==> config.mk <==
export PLATFORM = sky130hd
export DESIGN_NAME = timer_ctrl_flat
export DESIGN_NICKNAME = d
export VERILOG_FILES = /design/src/rtl/timer_ctrl_if.sv /design/src/rtl/timer_ctrl.sv /design/src/flat_wrapper.sv
export SDC_FILE = /design/constraint.sdc
export NUM_CORES = 1
export LEC_CHECK = 0
export ABC_CLOCK_PERIOD_IN_PS = 2300
export CORE_MARGIN = 2
export CORE_UTILIZATION = 45
export DETAILED_ROUTE_END_ITERATION = 10
export HOLD_SLACK_MARGIN = 0.05
export PLACE_DENSITY = 0.85
export SYNTH_ARGS = -nofsm -noshare
export SYNTH_HDL_FRONTEND = slang
export SYNTH_SLANG_ARGS = --single-unit
==> constraint.sdc <==
create_clock -name clk -period 2.3 [get_ports clk]
set_clock_uncertainty 0.2 [all_clocks]
set_input_delay 0.69 -clock clk [delete_from_list [all_inputs] [get_ports clk]]
set_output_delay 0.69 -clock clk [all_outputs]
set_load 0.005 [all_outputs]
==> src/rtl/timer_ctrl_if.sv <==
// CPU-side register port of timer_ctrl: write strobe, address, data,
// combinational read data, and the level interrupt with its acknowledge.
interface timer_ctrl_if;
    logic       we;
    logic [1:0] addr;
    logic [7:0] wdata;
    logic [7:0] rdata;
    logic       irq;
    logic       irq_ack;

    modport master (
        output we,
        output addr,
        output wdata,
        output irq_ack,
        input  rdata,
        input  irq
    );

    modport slave (
        input  we,
        input  addr,
        input  wdata,
        input  irq_ack,
        output rdata,
        output irq
    );
endinterface

==> src/rtl/timer_ctrl.sv <==
// timer_ctrl: turns CPU register writes into the enable/set/count protocol of
// one timer, acknowledges each timer done, keeps sticky status flags and
// raises a level interrupt.
module timer_ctrl (
    input  logic              clk,
    input  logic              rst,
    timer_ctrl_if.slave       bus,
    output logic              tmr_enable,
    output logic              tmr_set,
    output logic              tmr_direction,
    output logic              tmr_auto_reload,
    output logic              tmr_done_ack,
    output logic [15:0]       tmr_count,
    input  logic              tmr_done
);

    typedef enum logic [1:0] {
        ST_IDLE   = 2'd0,
        ST_LOAD   = 2'd1,
        ST_RUN    = 2'd2,
        ST_PAUSED = 2'd3
    } state_t;

    state_t      state_r, state_nx;
    logic [7:0]  count_lo_r, count_lo_nx;
    logic [7:0]  count_hi_r, count_hi_nx;
    logic        dir_r, dir_nx;
    logic        auto_r, auto_nx;
    logic        irq_en_r, irq_en_nx;
    logic        pause_r, pause_nx;
    logic        done_r, done_nx;
    logic        irq_pend_r, irq_pend_nx;
    logic        overrun_r, overrun_nx;
    logic        done_ack_r;
    logic        enable_r;
    logic        set_r;
    logic        irq_r;

    logic        ctrl_wr_s, status_wr_s, start_s, stop_s, event_s, pend_clr_s;
    logic        running_s;

    assign ctrl_wr_s   = bus.we && (bus.addr == 2'd2);
    assign status_wr_s = bus.we && (bus.addr == 2'd3);
    assign start_s     = ctrl_wr_s && bus.wdata[0];
    assign stop_s      = ctrl_wr_s && bus.wdata[4];
    // The ack cycle masks a done that is still high, so one assertion is one event.
    assign event_s     = tmr_done && !done_ack_r;
    assign pend_clr_s  = bus.irq_ack || (status_wr_s && bus.wdata[2]);
    assign running_s   = (state_r != ST_IDLE);

    assign tmr_enable      = enable_r;
    assign tmr_set         = set_r;
    assign tmr_done_ack    = done_ack_r;
    assign tmr_count       = {count_hi_r, count_lo_r};
    assign tmr_direction   = dir_r;
    assign tmr_auto_reload = auto_r;
    assign bus.irq         = irq_r;

    // Next values of the CPU-visible registers and sticky flags.
    always_comb begin
        count_lo_nx = count_lo_r;
        count_hi_nx = count_hi_r;
        dir_nx      = dir_r;
        auto_nx     = auto_r;
        irq_en_nx   = irq_en_r;
        pause_nx    = pause_r;
        if (bus.we && (bus.addr == 2'd0)) begin
            count_lo_nx = bus.wdata;
        end else if (bus.we && (bus.addr == 2'd1)) begin
            count_hi_nx = bus.wdata;
        end else if (ctrl_wr_s) begin
            dir_nx    = bus.wdata[1];
            auto_nx   = bus.wdata[2];
            irq_en_nx = bus.wdata[3];
            pause_nx  = bus.wdata[5];
        end else begin
            count_lo_nx = count_lo_r;
        end

        // A new event beats any clear arriving in the same cycle.
        if (event_s) begin
            done_nx = 1'b1;
        end else if (status_wr_s && bus.wdata[1]) begin
            done_nx = 1'b0;
        end else begin
            done_nx = done_r;
        end

        if (event_s && irq_en_r) begin
            irq_pend_nx = 1'b1;
        end else if (pend_clr_s) begin
            irq_pend_nx = 1'b0;
        end else begin
            irq_pend_nx = irq_pend_r;
        end

        // A coincident acknowledge consumes the old request, so no overrun then.
        if (event_s && irq_en_r && irq_pend_r && !pend_clr_s) begin
            overrun_nx = 1'b1;
        end else if (status_wr_s && bus.wdata[3]) begin
            overrun_nx = 1'b0;
        end else begin
            overrun_nx = overrun_r;
        end
    end

    // Sequencer next state; PAUSE takes effect in the cycle it is written.
    always_comb begin
        state_nx = state_r;
        case (state_r)
            ST_IDLE: begin
                if (start_s && !stop_s) state_nx = ST_LOAD;
                else                    state_nx = ST_IDLE;
            end
            ST_LOAD: begin
                if (stop_s)        state_nx = ST_IDLE;
                else if (start_s)  state_nx = ST_LOAD;
                else if (pause_nx) state_nx = ST_PAUSED;
                else               state_nx = ST_RUN;
            end
            ST_RUN: begin
                if (stop_s)                  state_nx = ST_IDLE;
                else if (start_s)            state_nx = ST_LOAD;
                else if (event_s && !auto_r) state_nx = ST_IDLE;
                else if (pause_nx)           state_nx = ST_PAUSED;
                else                         state_nx = ST_RUN;
            end
            ST_PAUSED: begin
                if (stop_s)         state_nx = ST_IDLE;
                else if (start_s)   state_nx = ST_LOAD;
                else if (!pause_nx) state_nx = ST_RUN;
                else                state_nx = ST_PAUSED;
            end
            default: state_nx = ST_IDLE;
        endcase
    end

    // State, registers and registered timer/interrupt outputs.
    always_ff @(posedge clk or posedge rst) begin
        if (rst) begin
            state_r    <= ST_IDLE;
            count_lo_r <= 8'd0;
            count_hi_r <= 8'd0;
            dir_r      <= 1'b0;
            auto_r     <= 1'b0;
            irq_en_r   <= 1'b0;
            pause_r    <= 1'b0;
            done_r     <= 1'b0;
            irq_pend_r <= 1'b0;
            overrun_r  <= 1'b0;
            done_ack_r <= 1'b0;
            enable_r   <= 1'b0;
            set_r      <= 1'b0;
            irq_r      <= 1'b0;
        end else begin
            state_r    <= state_nx;
            count_lo_r <= count_lo_nx;
            count_hi_r <= count_hi_nx;
            dir_r      <= dir_nx;
            auto_r     <= auto_nx;
            irq_en_r   <= irq_en_nx;
            pause_r    <= pause_nx;
            done_r     <= done_nx;
            irq_pend_r <= irq_pend_nx;
            overrun_r  <= overrun_nx;
            done_ack_r <= event_s;
            enable_r   <= (state_nx == ST_LOAD) || (state_nx == ST_RUN);
            set_r      <= (state_nx == ST_LOAD);
            irq_r      <= irq_pend_nx && irq_en_nx;
        end
    end

    // Combinational register read-back.
    always_comb begin
        bus.rdata = 8'd0;
        case (bus.addr)
            2'd0:    bus.rdata = count_lo_r;
            2'd1:    bus.rdata = count_hi_r;
            2'd2:    bus.rdata = {2'b00, pause_r, 1'b0, irq_en_r, auto_r, dir_r, 1'b0};
            2'd3:    bus.rdata = {4'b0000, overrun_r, irq_pend_r, done_r, running_s};
            default: bus.rdata = 8'd0;
        endcase
    end

endmodule

==> src/flat_wrapper.sv <==
// flat-port wrapper written by rule: the top's interface ports become plain ports
module timer_ctrl_flat 
  (clk, rst, tmr_enable, tmr_set, tmr_direction, tmr_auto_reload, tmr_done_ack, tmr_count, tmr_done, bus_we, bus_addr, bus_wdata, bus_irq_ack, bus_rdata, bus_irq);
  timer_ctrl_if bus_i ();
  input  logic clk;
  input  logic rst;
  output logic tmr_enable;
  output logic tmr_set;
  output logic tmr_direction;
  output logic tmr_auto_reload;
  output logic tmr_done_ack;
  output logic [15:0] tmr_count;
  input  logic tmr_done;
  input wire logic [$bits(bus_i.we)-1:0] bus_we;
  input wire logic [$bits(bus_i.addr)-1:0] bus_addr;
  input wire logic [$bits(bus_i.wdata)-1:0] bus_wdata;
  input wire logic [$bits(bus_i.irq_ack)-1:0] bus_irq_ack;
  output wire logic [$bits(bus_i.rdata)-1:0] bus_rdata;
  output wire logic [$bits(bus_i.irq)-1:0] bus_irq;
  assign bus_i.we = bus_we;
  assign bus_i.addr = bus_addr;
  assign bus_i.wdata = bus_wdata;
  assign bus_i.irq_ack = bus_irq_ack;
  assign bus_rdata = bus_i.rdata;
  assign bus_irq = bus_i.irq;
  timer_ctrl u_core (.clk(clk), .rst(rst), .bus(bus_i), .tmr_enable(tmr_enable), .tmr_set(tmr_set), .tmr_direction(tmr_direction), .tmr_auto_reload(tmr_auto_reload), .tmr_done_ack(tmr_done_ack), .tmr_count(tmr_count), .tmr_done(tmr_done));
endmodule
# Word level (Yosys, flattened, before mapping)
# Cells that the tools add are included.
# Widths: inputs -> output; s select.
# classes
bitwise_logic	2
eq_ne	8
n_reduce_logical	30
muxes	21
# op_table
cell	count
$pmux 8 s4	1
$logic_and 1x1->1	16
$mux 1	14
$eq 2x2->1 const B	5
$mux 2	5
$eq 2x1->1 const B	3
$pmux 2 s3	1
$reduce_bool 2->1	3
$logic_not 1->1	4
$logic_not 2->1	2
$reduce_and 3->1	1
$logic_or 1x1->1	2
$not 1->1	2
$reduce_and 2->1	1
$reduce_or 2->1	1
# word_totals
inputBits	15
out_inout_bits	30
register_bits	29

# Longest topological paths before layout
# depth
depth_word	12
depth_mapped	6
ltp_nobuf	5

# Worst setup path after synthesis
# Ideal clock, no wire load.
# synth_timing
path_type	in2out
startpoint	input port bus_addr[1]
endpoint	output port bus_rdata[2]
arrival_time_ps	1441
setup_slack_ps	-31
stages	2
n_path_buf	1
path_cell_list	buf_2 mux4_1
# synth_between
elab_chain_cells	2
word_cells_on_any_way	5
classes_between	eq/ne: 3; mux: 1; reduce/logical: 1
# synth_lines
element	line_no	source
start, declared	flat_wrapper.sv:15	input wire logic [$bits(bus_i.addr)-1:0] bus_addr;
$eq 2x2->1, or another cell as far along	timer_ctrl.sv:176	case (bus.addr)
$pmux 8 s4 (*)	timer_ctrl.sv:176	
end, declared	flat_wrapper.sv:18	output wire logic [$bits(bus_i.rdata)-1:0] bus_rdata;
# Mark *: on every way between the ends. The rest lies on a longest branch, timed or not.

# Final worst setup path
# layout_timing
startpoint	register u_core.state_r[0]
endpoint	output port bus_rdata[0]
# layout_between
elab_chain_cells	2
# layout_lines
element	line_no	source
start, declared	timer_ctrl.sv:24	state_t state_r, state_nx;
start signal, assigned	timer_ctrl.sv:156	state_r <= state_nx;
$reduce_bool 2->1	timer_ctrl.sv:49	assign running_s = (state_r != ST_IDLE);
$pmux 8 s4	timer_ctrl.sv:176	
# Every way passes these cells.

==> reports/results.tsv <==
metric	value	unit
critical_path.startpoint	u_core.state_r[0]	
fmax	415.1	MHz
cts_buffers	5	
die_h	58.93	um
place_area	1918	um2
antenna_found_initial	0	
start_util	48.39	%
syn2layout_area_growth	44.42	%
max-slew-margin-rel	76.06	%
fin_crit_sh	104.8	%
path_buf_inv	1	
grt_max_degree	30	
vias_per_cell	5.416	
synth.net_count	112	
diodes	0	
cts_tree	done	
worst_path_max_delay_cell	dfrtp_1	
power_leakage	0.8791	nW
stdcell_count	190	
slowest_delay	0.38	ns
dp_slack	-0.9030	ns
cts_hold_buf	0	
end_kind	output pin	
cts_root_buffer	clkbuf_4	
rsz0062_at_grt	yes	
yosys_warnings	0	
drt_iter0_drc	33	
reg2reg_to	u_core.tmr_enable	
synth_top_area_share	53.46	%
synth-seq-cells	29	
critical_path.top_delay_family	flip-flops	
worst_pin_slew	0.3583	ns
critical_path_arrival	1.52	ns
fp.dieW	58.93	um
clock_sinks	29	
first_pass_iters	7	
crit_path_start_kind	register	
grt_usage	20.65	%
finalSetupViolations	3	
avgSynthCellArea	14.14	um2
grt_pass1_vias	1127	
min_period	2.409	ns
dp.cells	182	
drc	4	
crit_type	register to output pin	
fin_ws	-0.1093	ns
hold_path_class	register to register	
synthCells	96	
r2r_slack	0.30	ns
power_density	771.1	nW/um2
ant_nets	0	
clk_pin_slew	0.08	ns
worstPathRequired	1.41	ns
hold_path.startpoint	u_core.done_r	
clkLatencyLatePin	0.32	ns
tns	-0.1108	ns
mostFrequentLayoutCells	clkdlybuf4s50_1 (34), dfrtp_1 (29), mux2_2 (20)	
status	finished with violations	
nFillCells	222	
grt-ovfl-total	0	
die-area	3472	um2
violations	design-rule violations, negative setup slack	
cts_setup_buffers	0	
drive_gt1_share	36.48	%
synthTopCellsByArea	dfrtp_1 (53%), mux2_2 (17%), mux4_2 (3.3%)	
ff2ff_path_depth	6	
io_buffer_count	44	
htree_levels	2	
syn_area	1358	um2
yosys_most_used_dff	dfrtp_1	
finalHoldViolCount	0	
final_nets	174	
path_cells	or2_4, mux2_4, a22o_1, buf_2	
ir_drop	0.4698	mV
async_flop_share	100.0	%
post-route-util	69.89	%
dp_hpwl	2266	um
r2r_start	u_core.tmr_auto_reload	
vias	1029	
ys_types	32	
finalPower	1.512	mW
finish.instance_area	1961	um2
path_max_fanout	2	
cts_buffer_depth	2	
grt_first_pass_wirelength	5250	um
gp_congestion	0.7694	
drv_slew	0	
wl_per_cell	15.73	um
final_common_cell	clkdlybuf4s50_1	
row_count	19	
hold_depth	1	
fin_hold_ws	0.3111	ns
core	2805	um2
hold_end	u_core.done_r	
synth_top_cell_by_area	dfrtp_1	
num_io_pins	45	
synth-edff-count	0	
drv_cap	0	
seq_area_frac_synth	53.46	%
wirelength	2988	um
worst reg2reg max path: stages (launching register included):
cell and delay [ns]:
dfrtp_1 0.39, buf_4 0.14, or4b_4 0.56, a31oi_4 0.21, o31ai_1 0.09, ha_1 0.28
inv_1 0.04
final cells by class:
cell class	count	area [um2]	area share [%]
Sequential cell	29	725.7	37.01
Timing Repair Buffer	58	534.3	27.25
Clock inverter	2	10.01	0.5105
Tap cell	31	38.79	1.978
Multi-Input combinational cell	62	603.1	30.76
Clock buffer	6	41.29	2.106
Inverter	2	7.507	0.3829
how the worst max path moves through the flow:
| stage | end | slack (ns) | cells after the start |
|---|---|---|---|
| CTS | bus_rdata[0] | -0.13 | 4 |
| detailed placement | bus_rdata[2] | -0.90 | 3 |
| finish | bus_rdata[0] | -0.11 | 4 |
| floorplan | bus_rdata[2] | 0.02 | 2 |
| global route | bus_rdata[0] | -0.18 | 4 |
| global placement | bus_rdata[2] | -0.91 | 3 |
sequential cells by signal, summed over array words and instances, names as in the netlist:
signal,count
u_core.tmr_set,1
u_core.tmr_enable,1
u_core.count_hi_r,8
u_core.pause_r,1
u_core.irq_pend_r,1
u_core.tmr_done_ack,1
u_core.tmr_direction,1
u_core.irq_en_r,1
u_core.tmr_auto_reload,1
u_core.bus.irq,1
u_core.count_lo_r,8
u_core.overrun_r,1
u_core.done_r,1
u_core.state_r,2
routing by layer:
metal	track usage (%)	vias to the layer above	share of wire, %
li1	-	479	-
met1	25.50	505	42
met2	33.97	39	50
met3	7.253	6	6.8
met4	6.494	0	1.6
met5	0	-	0
cell families after synthesis:
| family | Yosys count | synth area share (%) |
|---|---|---|
| flip-flops | 29 | 53.46 |
| adder cells (fa/ha/maj) | 1 | 0.9215 |
| buffers and inverters | 5 | 2.304 |
| AND/OR/NAND/NOR | 20 | 9.586 |
| multiplexers | 28 | 25.62 |
| AO/OA/AOI/OAI | 13 | 8.110 |
where the power goes:
group / leakage [nW] / internal [mW] / switching (mW)
clock network: 0.0320 / 0.116 / 0.171
registers: 0.348 / 0.618 / 0.0680
logic: 0.499 / 0.356 / 0.183
total: 0.879 / 1.09 / 0.422
synth_stat cells, types with 2 or more instances:
cell type / count
dfrtp_1: 29
inv_1: 2
mux2_2: 21
nor2_1: 5
nand2_1: 4
nand3b_1: 2
o31ai_1: 2
mux2i_1: 4
a21o_1: 2
o21ai_0: 2
mux4_2: 2
what timing repair did:
item / in CTS / in global routing
pin swaps: 1 / 0
gates resized for setup: 36 / 5
endpoints found under the setup margin: 8 / 7
Note: power is estimated with default switching activity, not from simulation.
